==> config.mk <==
export PLATFORM = sky130hd
export DESIGN_NAME = fetch_unit
export DESIGN_NICKNAME = d
export VERILOG_FILES = /design/src/rtl/fetch_unit.sv
export SDC_FILE = /design/constraint.sdc
export NUM_CORES = 1
export LEC_CHECK = 0
export CORE_ASPECT_RATIO = 1.4
export CORE_MARGIN = 3
export CORE_UTILIZATION = 50
export DETAILED_ROUTE_END_ITERATION = 10
export GPL_ROUTABILITY_DRIVEN = 0
export PLACE_DENSITY_LB_ADDON = 0.08
export SKIP_CTS_REPAIR_TIMING = 1
export SLEW_MARGIN = 20
export SYNTH_ARGS = -nofsm -noshare
export SYNTH_HDL_FRONTEND = slang
export SYNTH_SLANG_ARGS = --single-unit
export TNS_END_PERCENT = 5
==> constraint.sdc <==
create_clock -name clk -period 3.5 [get_ports clk]
set_input_delay 0.35 -clock clk [delete_from_list [all_inputs] [get_ports clk]]
set_output_delay 0.35 -clock clk [all_outputs]
set_load 0.01 [all_outputs]
==> src/rtl/fetch_unit.sv <==
// Instruction fetch stage: owns the PC, drives a synchronous-read instruction memory and
// presents {pc, instr} to decode through a valid/ready handshake backed by a 1-entry skid buffer.
module fetch_unit #(
  parameter logic [31:0] RESET_PC = 32'h0000_0000
) (
  input  logic        clk,
  input  logic        rst,
  output logic [31:0] imem_addr,
  input  logic [31:0] imem_rdata,
  input  logic        redirect_valid,
  input  logic [31:0] redirect_pc,
  output logic        if_valid,
  input  logic        if_ready,
  output logic [31:0] if_pc,
  output logic [31:0] if_instr
);

  logic [31:0] pc_q,         pc_d;
  logic        resp_v_q,     resp_v_d;
  logic [31:0] resp_pc_q,    resp_pc_d;
  logic        skid_v_q,     skid_v_d;
  logic [31:0] skid_pc_q,    skid_pc_d;
  logic [31:0] skid_instr_q, skid_instr_d;

  logic [31:0] redirect_tgt;
  logic        redirect_take;
  logic        issue;
  logic        stall_capture;
  logic        skid_drain;

  assign redirect_tgt  = {redirect_pc[31:2], 2'b00};
  assign redirect_take = !rst && redirect_valid;

  // A new request is only safe when its response has somewhere to land next cycle:
  // the skid must be empty and the current response must not be stuck at decode.
  assign issue         = !rst && !redirect_valid && !skid_v_q && !(resp_v_q && !if_ready);
  assign stall_capture = resp_v_q && !skid_v_q && !if_ready;
  assign skid_drain    = skid_v_q && if_ready;

  assign imem_addr = redirect_take ? redirect_tgt : pc_q;

  assign if_valid  = !rst && !redirect_valid && (skid_v_q || resp_v_q);
  assign if_pc     = skid_v_q ? skid_pc_q    : resp_pc_q;
  assign if_instr  = skid_v_q ? skid_instr_q : imem_rdata;

  // NOTE: every target gets a default before any branch so this block can never infer a latch.
  always_comb begin
    pc_d         = pc_q;
    resp_v_d     = resp_v_q;
    resp_pc_d    = resp_pc_q;
    skid_v_d     = skid_v_q;
    skid_pc_d    = skid_pc_q;
    skid_instr_d = skid_instr_q;

    if (redirect_valid) begin
      skid_v_d  = 1'b0;
      resp_v_d  = 1'b1;
      resp_pc_d = redirect_tgt;
      pc_d      = redirect_tgt + 32'd4;
    end else begin
      if (issue) begin
        resp_v_d  = 1'b1;
        resp_pc_d = pc_q;
        pc_d      = pc_q + 32'd4;
      end else begin
        resp_v_d  = 1'b0;
      end

      if (stall_capture) begin
        skid_v_d     = 1'b1;
        skid_pc_d    = resp_pc_q;
        skid_instr_d = imem_rdata;
      end else if (skid_drain) begin
        skid_v_d     = 1'b0;
      end
    end
  end

  // NOTE: state registers use non-blocking assignments so every flop samples pre-edge values.
  always_ff @(posedge clk) begin
    if (rst) begin
      pc_q         <= RESET_PC;
      resp_v_q     <= 1'b0;
      resp_pc_q    <= 32'h0;
      skid_v_q     <= 1'b0;
      skid_pc_q    <= 32'h0;
      skid_instr_q <= 32'h0;
    end else begin
      pc_q         <= pc_d;
      resp_v_q     <= resp_v_d;
      resp_pc_q    <= resp_pc_d;
      skid_v_q     <= skid_v_d;
      skid_pc_q    <= skid_pc_d;
      skid_instr_q <= skid_instr_d;
    end
  end

  a_addr_aligned : assert property (@(posedge clk) disable iff (rst)
    imem_addr[1:0] == 2'b00);

  a_out_stable : assert property (@(posedge clk) disable iff (rst)
    (if_valid && !if_ready) |=> (!if_valid || ($stable(if_pc) && $stable(if_instr))));

endmodule

### Yosys cells after proc, flatten, opt, wreduce, memory -nomap -nowiden

Index checks and enable logic that the tools add are counted.

* register bits: 130
* input bits: 68
* word-level logic and storage cells: 40

* add/sub/neg operators: 2
* muxes and demuxes: 11
* bitwise gates (word level): 1
* reduce and logical (&&, ||, !) cells: 19

Operator list (count)
* two-way mux 32 bit: 7
* adder 32 x 3 -> 32 bit (second input constant): 2
* logical AND 1 bit: 9
* logical NOT 1 bit: 5
* two-way mux 1 bit: 4
* nonzero test 2 bit: 2
* AND reduction 2 bit: 1
* OR reduction 2 bit: 1
* logical OR 1 bit: 1
* inverter 1 bit: 1

### Logic depth before layout (Yosys ltp)

Gate-level depths: netlist of run 1.

* depth in word-level cells: 6
* gate-level depth with buffers: 13
* gate-level depth less buffers: 8

### Worst setup path before layout of run 1

OpenSTA, ideal clock, no wires.

* path type: in2reg
* from: input redirect_valid
* to: register pc_q[18]
* arrival: 2.768 ns
* data required time: 3.421 ns
* setup slack: 0.653 ns
* stages: 13
* buffers on the path: 5
* cells stage by stage: buf_4 > buf_4 > buf_2 > buf_2 > mux2_2 > ha_1 > nand4_1 > a222oi_1 > buf_4 > nand4_4 > a21oi_2 > xnor2_1 > a211oi_2

* longest elaborated chain between the ends: 5
* elaborated cells on any way between the ends: 6

RTL lines
* from (decl): line 10 `input logic redirect_valid,`
* logical NOT 1 bit: line 36 `assign issue = !rst && !redirect_valid && !skid_v_q && !(resp_v_q && !if_ready);`
* logical AND 1 bit (3 in series): line 36
* nonzero test 2 bit (no source line)
* to (signal assigned): line 89 `pc_q <= pc_d;`
* to (decl): line 18 `logic [31:0] pc_q, pc_d;`

Parallel ways exist; a longest one is shown, timed or not.
A chain may end at the register's enable or synchronous reset.

### Worst setup path after layout of run 1

* from: register skid_v_q
* to: output if_pc[14]

* longest elaborated chain between the ends: 1

RTL lines
* from (decl): line 21 `logic skid_v_q, skid_v_d;`
* from (signal assigned): line 92 `skid_v_q <= skid_v_d;`
* two-way mux 32 bit: line 43 `assign if_pc = skid_v_q ? skid_pc_q : resp_pc_q;`
* to (decl): line 14 `output logic [31:0] if_pc,`

Every way passes these cells.

==> results.json, run 1 <==
{
  "grtUsageTotal": 0.249,
  "drcViolationCount": 0,
  "rsz0062_at_grt": "false",
  "ys_ff_latch": 124,
  "wl_um": 19000,
  "yosysWarnings": 0,
  "wl_per_cell_um": 15.3,
  "drv_cap": 0,
  "antenna_found_initial": 0,
  "syn_avg_cell_area_um2": 7.48,
  "tns_ns": 0,
  "fin_nets": 1116,
  "setup_violations": 0,
  "critPathKind": "reg2out",
  "leakage_nw": 3.41,
  "synthToLayoutAreaGrowth_pct": 34.9,
  "synth_flop_cell": "dfxtp_1",
  "worstHoldStart": "rst",
  "post-route-min-period_ns": 2.90,
  "vias": 6703,
  "ir_worst_vdd_mv": 0.287,
  "clockRootBuffer": "clkbuf_16",
  "synth_edf_count": 0,
  "maxSlewHeadroom": 0.319,
  "grt_overflow": 0,
  "die_height_um": 144,
  "netlist_top_cells_area": "dfxtp_1 36%, nand2_1 16%, mux2_2 11%, a21oi_1 8.5%, xnor2_1 4.0%",
  "sw_frac_of_total": 0.246,
  "synth_area_leader_cell": "dfxtp_1",
  "crit_family": "flip-flops",
  "hold_end": "resp_pc_q[22]",
  "syn_area_mm2": 0.00684,
  "ioPinCount": 165,
  "antenna_cells": 0,
  "drtIter0Drc": 454,
  "r2r-start": "pc_q[2]",
  "power_density_mw_per_mm2": 451,
  "critPathLaunchType": "flip-flop",
  "r2r_slack_ns": 0.83,
  "ff2ff_path_depth": 9,
  "whs_path_depth": 2,
  "clkLatencyLatePin_ns": 0.41,
  "cts_tree": "built",
  "worstPathMaxFanout": 40,
  "syn_inst": 915,
  "place_inst": 1206,
  "grt_pass1_vias": 6218,
  "outcome": "complete, no violations",
  "utilization": 0.704,
  "crit_buf_inv": 2,
  "worst_setup_path_end_kind": "output port",
  "combPwrFrac": 0.162,
  "cts_made_buffers": 17,
  "final_cell_count_no_fill": 1238,
  "first_pass_iters": 5,
  "synth_top_area_share": 0.363,
  "dpl.hpwl_um": 12900,
  "reg2reg_to": "pc_q[26]",
  "p_int_mw": 3.14,
  "grt_max_degree": 63,
  "clockBufferDepth": 2,
  "dieArea_mm2": 0.0151,
  "finalPower_mw": 4.17,
  "portBuffers": 158,
  "finClkSkew_ns": 0.0112,
  "clkSinkCount": 124,
  "synth_cell_type_count": 46,
  "ys_seq_area_frac": 0.363,
  "worst_pin_slew_ns": 1.02,
  "crit_path_cell_trace": "buf_12 > mux2_2 > clkdlybuf4s50_1",
  "h-tree-depth": 4,
  "finalHoldViolations": 0,
  "drive_gt1_frac": 0.122,
  "crit_path_top_delay_cell": "dfxtp_2",
  "max_freq_ghz": 0.345,
  "slowest_delay_ns": 1.00,
  "min_period_over_period": 0.828,
  "start_util": 0.522,
  "drtAntennaViolNets": 0,
  "clkPwrFrac": 0.467,
  "clk_pin_slew_ns": 0.06,
  "grt_pass1_wl_um": 31200,
  "crit_required_ns": 3.15,
  "cp.arrival_ns": 2.55,
  "p_seq_frac": 0.371,
  "ys_async_sr_fraction": 0,
  "holdWs_ns": 0.289,
  "switchingPower_mw": 1.03,
  "rows": 49,
  "coreArea_mm2": 0.0131,
  "hold_path.class": "in2reg",
  "die_x_um": 105,
  "timing_max_transition_violations_final": 0,
  "routed_via_density": 5.41
}
## per-layer routing
layer	share of wire	vias up	GRT usage
met5	0	-	0
met4	0.013	0	0.0684
met3	0.059	24	0.0482
met2	0.47	219	0.407
met1	0.46	3085	0.338
li1	-	3375	-
## final cells by class
class,count,area (µm²)
Multi-Input combinational cell,720,4070
Fill cell,1135,3890
Sequential cell,124,2480
Timing Repair Buffer,179,1780
Clock buffer,21,470
Tap cell,178,223
Clock inverter,11,189
Inverter,5,18.8
## cells in the mapped netlist, drive strengths merged (2+ instances only)
cell,instances
a211oi,19
a21oi,117
a222oi,2
a22oi,4
and3,5
buf,26
clkbuf,43
clkinv,2
dfxtp,124
inv,3
mux2,64
mux2i,9
nand2,286
nand3,26
nand3b,10
nand4,16
nand4b,6
nor2,60
nor3,9
nor4,2
o21a,2
o21ai,10
o22ai,10
o31ai,2
or3,3
xnor2,31
xor2,13
## worst max-delay path by stage
stage | startpoint | endpoint | cells after the start
finish | skid_v_q | if_pc[14] | 3
detailed placement | redirect_pc[2] | pc_q[26] | 10
CTS | skid_v_q | if_instr[11] | 3
global route | skid_v_q | if_instr[28] | 3
floorplan | redirect_valid | pc_q[18] | 13
global placement | redirect_pc[2] | pc_q[26] | 10
## state kept, by name, indices dropped and copies added, names as in the netlist
name,count
resp_v_q,1
skid_v_q,1
pc_q,30
skid_pc_q,30
skid_instr_q,32
resp_pc_q,30
## cell families (layout without fill, tap and decap cells)
| family | after synthesis | in the layout | share of synthesized area |
|---|---|---|---|
| AOI/OAI and AO/OA | 171 | 171 | 0.143 |
| xor gates and xnor gates | 44 | 44 | 0.0563 |
| adders and majority gates | 1 | 1 | 0.00183 |
| buffers and inverters | 74 | 216 | 0.0477 |
| DFF | 124 | 124 | 0.363 |
| muxes | 73 | 73 | 0.118 |
| other | 1 | 4 | 0.000548 |
| and+or+nand+nor | 427 | 427 | 0.270 |
## power groups by stage
stage,clock network (mW),logic [mW],registers (mW)
2_1_floorplan,0,0.360,1.55
4_1_cts,1.97,0.679,1.54
6_report,1.95,0.677,1.55
5_1_grt,2.05,0.738,1.55
3_5_place_dp,0,0.673,1.57
3_3_place_gp,0,0.668,1.57
## worst reg2reg max path: cells and delay by family, from the launching register on
kind / cells / cell delay (ns)
buffers and inverters: 1 / 0.27
adder cells (fa/ha/maj): 1 / 0.34
flip-flops: 1 / 0.40
multiplexers: 1 / 0.20
AO/OA/AOI/OAI: 2 / 0.43
AND/OR/NAND/NOR: 4 / 0.92
## layout by cell type (no fill, tap or decap), drive strengths merged, types with 10 or more instances in the layout
cell / n
o21ai: 10
buf: 23
a21oi: 117
nor2: 60
a211oi: 19
nand4: 16
clkdlybuf4s50: 156
clkbuf: 21
xor2: 13
nand3: 26
mux2: 64
xnor2: 31
dfxtp: 124
nand2: 286
nand3b: 10
o22ai: 10
## per-stage QoR
stage / instance area [µm²] / setup slack (ns)
4_1_cts: 9230 / 0.559
3_3_place_gp: 8570 / 0.413
5_1_grt: 9230 / 0.485
2_1_floorplan: 6850 / 0.653
3_5_place_dp: 8570 / 0.400
6_report: 9230 / 0.604
Note: power is estimated with default switching activity, not from simulation.
==> run 2, diff against run 1 <==
Settings changed: CORE_UTILIZATION 50 to 46.
Clock period 3.5 ns to 2.4 ns, I/O delays scaled along.
==> run 2 against run 1 <==
- clock power increased by 16%
- final cell count increased by 5.0%
- final area increased by 3.6%
- non-clock buffer count increased by 52
- register-to-register slack got worse by 0.69 ns
- first-iteration DRC count increased by 24%
- critical path type is now reg2reg
- highest routed layer unchanged
==> results.json, run 2 (synthesis gave the netlist of run 1 again) <==
{
  "grt_pass1_vias": 6123,
  "antenna_found_initial": 0,
  "outcome": "complete, no violations",
  "startpoint": "pc_q[2]",
  "ff2ff_path_depth": 10,
  "sw_frac_of_total": 0.277,
  "r2r-start": "pc_q[2]",
  "die_x_um": 109,
  "crit_path_cell_trace": "mux2_4 > ha_4 > nand4_1 > a222oi_1 > buf_4 > buf_4 > nand4_4 > a21oi_2 > xnor2_1 > a211oi_2",
  "clkSinkCount": 124,
  "h-tree-depth": 4,
  "holdWs_ns": 0.118,
  "clkLatencyLatePin_ns": 0.41,
  "finClkSkew_ns": 0.00986,
  "drtIter0Drc": 563,
  "crit_buf_inv": 2,
  "drive_gt1_frac": 0.166,
  "crit_path_top_delay_cell": "dfxtp_1",
  "leakage_nw": 3.62,
  "r2r_slack_ns": 0.14,
  "cts_made_buffers": 17,
  "switchingPower_mw": 1.54,
  "min_period_over_period": 0.941,
  "rows": 52,
  "critPathKind": "reg2reg",
  "start_util": 0.472,
  "top_register": "skid_instr_q",
  "place_inst": 1268,
  "drv_cap": 0,
  "clkPwrFrac": 0.405,
  "worst_pin_slew_ns": 0.717,
  "dpl.hpwl_um": 14000,
  "rsz0062_at_grt": "false",
  "vias": 6866,
  "dieArea_mm2": 0.0164,
  "wl_per_cell_um": 15.3,
  "clk_pin_slew_ns": 0.06,
  "timing_max_transition_violations_final": 0,
  "p_seq_frac": 0.402,
  "finalHoldViolations": 0,
  "utilization": 0.660,
  "antenna_cells": 0,
  "setup_violations": 0,
  "ir_worst_vdd_mv": 0.340,
  "synthToLayoutAreaGrowth_pct": 39.8,
  "coreArea_mm2": 0.0145,
  "slowest_delay_ns": 0.40,
  "combPwrFrac": 0.193,
  "worst_setup_path_end_kind": "flip-flop",
  "grt_pass1_wl_um": 31300,
  "crit_required_ns": 2.69,
  "clockRootBuffer": "clkbuf_16",
  "portBuffers": 158,
  "grt_overflow": 0,
  "worst-path-stages": 10,
  "ioPinCount": 165,
  "maxSlewHeadroom": 0.522,
  "grt_max_degree": 66,
  "crit_end": "pc_q[18]",
  "clockBufferDepth": 2,
  "drcViolationCount": 0,
  "critPathMostFrequentCell": "buf_4",
  "worstPathMaxFanout": 5,
  "final_cell_mix": "286 x nand2_1, 156 x clkdlybuf4s50_1, 123 x dfxtp_1",
  "drtAntennaViolNets": 0,
  "crit_family": "compound AO/OA/AOI/OAI gates",
  "whs_path_depth": 2,
  "fin_nets": 1168,
  "post-route-min-period_ns": 2.26,
  "die_height_um": 150,
  "wl_um": 19800,
  "final_common_cell": "nand2_1",
  "largest_reg_flops": 32,
  "p_int_mw": 4.03,
  "critPathLaunchType": "flip-flop",
  "reg2reg_to": "pc_q[18]",
  "cp.arrival_ns": 2.54,
  "final_cell_count_no_fill": 1300,
  "grtUsageTotal": 0.239,
  "hold_path.class": "in2reg",
  "cts_tree": "built",
  "max_freq_ghz": 0.443,
  "routed_via_density": 5.28,
  "first_pass_iters": 5,
  "power_density_mw_per_mm2": 583
}
==> run 2: cell count changes in the layout (fill, tap and decap cells not counted), sizes merged <==
| cell | change |
|---|---|
| bufinv | -5 |
| clkinv | +5 |
| clkinvlp | +1 |
| clkbuf | -4 |
| inv | +2 |
| buf | +52 |
==> run 2: metrics by stage <==
step | TNS, ns | area, µm² | total power, mW | worst slack, ns
CTS | -2.97 | 9560 | 5.62 | -0.145
finish | 0 | 9570 | 5.58 | 0.143
floorplan | -0.242 | 6900 | 2.79 | -0.0621
detailed placement | -1.49 | 9030 | 3.36 | -0.200
global placement | -1.83 | 9030 | 3.35 | -0.235
global route | 0 | 9570 | 5.82 | 0.0225
==> run 2: worst min-delay path by stage <==
stage,from,to,slack [ns]
global placement,skid_pc_q[8],skid_pc_q[8],0.44
global route,rst,resp_pc_q[17],0.12
floorplan,if_ready,skid_v_q,0.32
finish,rst,resp_pc_q[17],0.12
detailed placement,skid_instr_q[17],skid_instr_q[17],0.44
CTS,rst,resp_pc_q[17],0.11
==> run 2: worst register-to-register path, delay by kind of cell (launching register included) <==
| kind | cells | cell delay (ns) |
|---|---|---|
| AO/OA/AOI/OAI | 3 | 0.64 |
| flip-flops | 1 | 0.40 |
| buffers and inverters | 2 | 0.35 |
| AND/OR/NAND/NOR | 2 | 0.26 |
| multiplexers | 1 | 0.20 |
| XOR/XNOR | 1 | 0.15 |
| adder cells (fa/ha/maj) | 1 | 0.14 |
==> run 2: area by class of cell <==
cell class	count	area, µm²
clock buffers	17	425
clock inverters	14	100
fillers	1279	4940
inverters	5	18.8
multi-input cells	720	4090
flip-flops and latches	124	2490
well taps	189	236
repair buffers	231	2220
==> run 2: metal layers <==
layer,up-vias,GRT usage,part of all wire,routed length [µm]
met5,-,0,0,0
met4,0,0.0752,0.019,371
met3,21,0.0459,0.066,1300
met2,234,0.375,0.47,9270
met1,3124,0.330,0.45,8890
li1,3487,-,-,-
==> run 2: power by group through the flow <==
stage               Sequential, mW  Combinational [mW]  Clock (mW)
floorplan                     2.26               0.536           0
global route                  2.25                1.18        2.39
CTS                           2.24                1.08        2.30
global placement              2.28                1.07           0
detailed placement            2.28                1.07           0
finish                        2.24                1.08        2.26
==> run 3, diff against run 2 <==
Settings changed: CORE_MARGIN 3 to not set.
==> run 3 against run 2 <==
- sequential power barely moved
- critical endpoint is now if_pc[21]
- count of clock-buffer cells in the layout unchanged
- worst hold slack better by 0.059 ns
- critical path type is now reg2out
- total power is 5.6% higher
- largest power group unchanged
==> results.json, run 3 (synthesis gave the netlist of run 1 again) <==
{
  "outcome": "complete, no violations",
  "timing_max_transition_violations_final": 0,
  "rows": 52,
  "drcViolationCount": 0,
  "finalInstanceArea_mm2": 0.00961,
  "final_cell_mix": "286 x nand2_1, 156 x clkdlybuf4s50_1, 123 x dfxtp_1",
  "seq_area_mm2": 0.00249,
  "critPathKind": "reg2out",
  "clkSinkCount": 124,
  "ir_worst_vdd_mv": 0.436,
  "crit_path_top_delay_cell": "dfxtp_4",
  "power_density_mw_per_mm2": 613,
  "vias": 6841,
  "slowest_delay_ns": 0.50,
  "antenna_found_initial": 0,
  "rsz0062_at_grt": "false",
  "clockRootBuffer": "clkbuf_16",
  "grt_pass1_wl_um": 31800,
  "final_common_cell": "nand2_1",
  "drive_gt1_frac": 0.165,
  "die_x_um": 105,
  "drv_cap": 0,
  "leakage_nw": 3.63,
  "fillCellCount": 1312,
  "top_register": "skid_instr_q",
  "antenna_cells": 0,
  "setup_violations": 0,
  "largest_reg_flops": 32,
  "crit_required_ns": 2.16,
  "post_dp_cell_area_mm2": 0.00901,
  "die_height_um": 146,
  "grt_overflow": 0,
  "wl_per_cell_um": 15.0,
  "clk_pin_slew_ns": 0.05,
  "crit_path_cell_trace": "buf_4 > mux2_2 > clkdlybuf4s50_1",
  "coreArea_mm2": 0.0145,
  "portBuffers": 158,
  "dpl.hpwl_um": 13400,
  "drtAntennaViolNets": 0,
  "max_freq_ghz": 0.434,
  "multi_input_area_mm2": 0.00409,
  "routed_via_density": 5.27,
  "first_pass_iters": 8,
  "wl_um": 19400,
  "fin_nets": 1166,
  "critPathLaunchType": "flip-flop",
  "worst_pin_slew_ns": 0.577,
  "finClkSkew_ns": 0.00940,
  "grt_pass1_vias": 6308,
  "finalPower_mw": 5.89,
  "place_inst": 1267,
  "worst_setup_path_end_kind": "output port",
  "min_period_over_period": 0.960,
  "hold_path.class": "in2reg",
  "grtUsageTotal": 0.255,
  "ff2ff_path_depth": 10,
  "dieArea_mm2": 0.0154,
  "cts_tree": "built",
  "final_cell_count_no_fill": 1298,
  "h-tree-depth": 4,
  "grt_max_degree": 58,
  "maxSlewHeadroom": 0.615,
  "synthToLayoutAreaGrowth_pct": 40.5,
  "start_util": 0.472,
  "drtIter0Drc": 437,
  "clockBufferDepth": 2,
  "worstPathMaxFanout": 17,
  "tns_ns": 0,
  "cts_made_buffers": 17,
  "finalHoldViolations": 0,
  "whs_path_depth": 2,
  "cp.arrival_ns": 2.06,
  "utilization": 0.663,
  "clkLatencyLatePin_ns": 0.41,
  "ioPinCount": 165,
  "post-route-min-period_ns": 2.30
}
==> run 3: cell types whose count changed in the layout (fill, tap and decap cells not counted), sizes merged <==
cell,delta
clkinv,-4
bufinv,+3
buf,-2
clkinvlp,+1
==> run 3: worst paths after layout <==
check	start	endpoint	slack (ns)
max	skid_v_q	if_pc[21]	0.1
min	rst	resp_pc_q[22]	0.18
max reg2reg	pc_q[3]	pc_q[18]	0.18
min reg2reg	skid_instr_q[17]	skid_instr_q[17]	0.45
==> run 3: worst max-delay path, delay by kind of cell, from the launching register on <==
family                 cells  cell delay [ns]
buffers and inverters      2             0.78
flip-flops                 1             0.50
multiplexers               1             0.37
==> run 3: power breakdown <==
part | total (mW) | internal [mW] | switching (mW)
clock | 2.58 | 1.63 | 0.951
combinational | 1.07 | 0.562 | 0.509
sequential | 2.24 | 2.15 | 0.0862
==> run 3: cell type report <==
type	instances	share of cell area
multi-input cells	720	0.426
flip-flops and latches	124	0.259
repair buffers	229	0.227
clock buffers	17	0.0443
well taps	189	0.0246
clock inverters	14	0.0177
inverters	5	0.00195
==> run 3: metrics by stage <==
stage          hold slack [ns]  setup WS (ns)
2_1_floorplan            0.319        -0.0621
3_3_place_gp             0.438         -0.219
3_5_place_dp             0.443         -0.236
4_1_cts                  0.162        -0.0524
5_1_grt                  0.181         0.0145
6_report                 0.177         0.0967
==> run 3: routing by layer <==
layer / share of wire / routed length, µm / GRT usage / up-vias
met2: 0.46 / 9020 / 0.411 / 223
met4: 0.013 / 262 / 0.0683 / 0
met3: 0.052 / 1020 / 0.0446 / 20
met5: 0 / 0 / 0 / -
met1: 0.47 / 9140 / 0.350 / 3126
li1: - / - / - / 3472
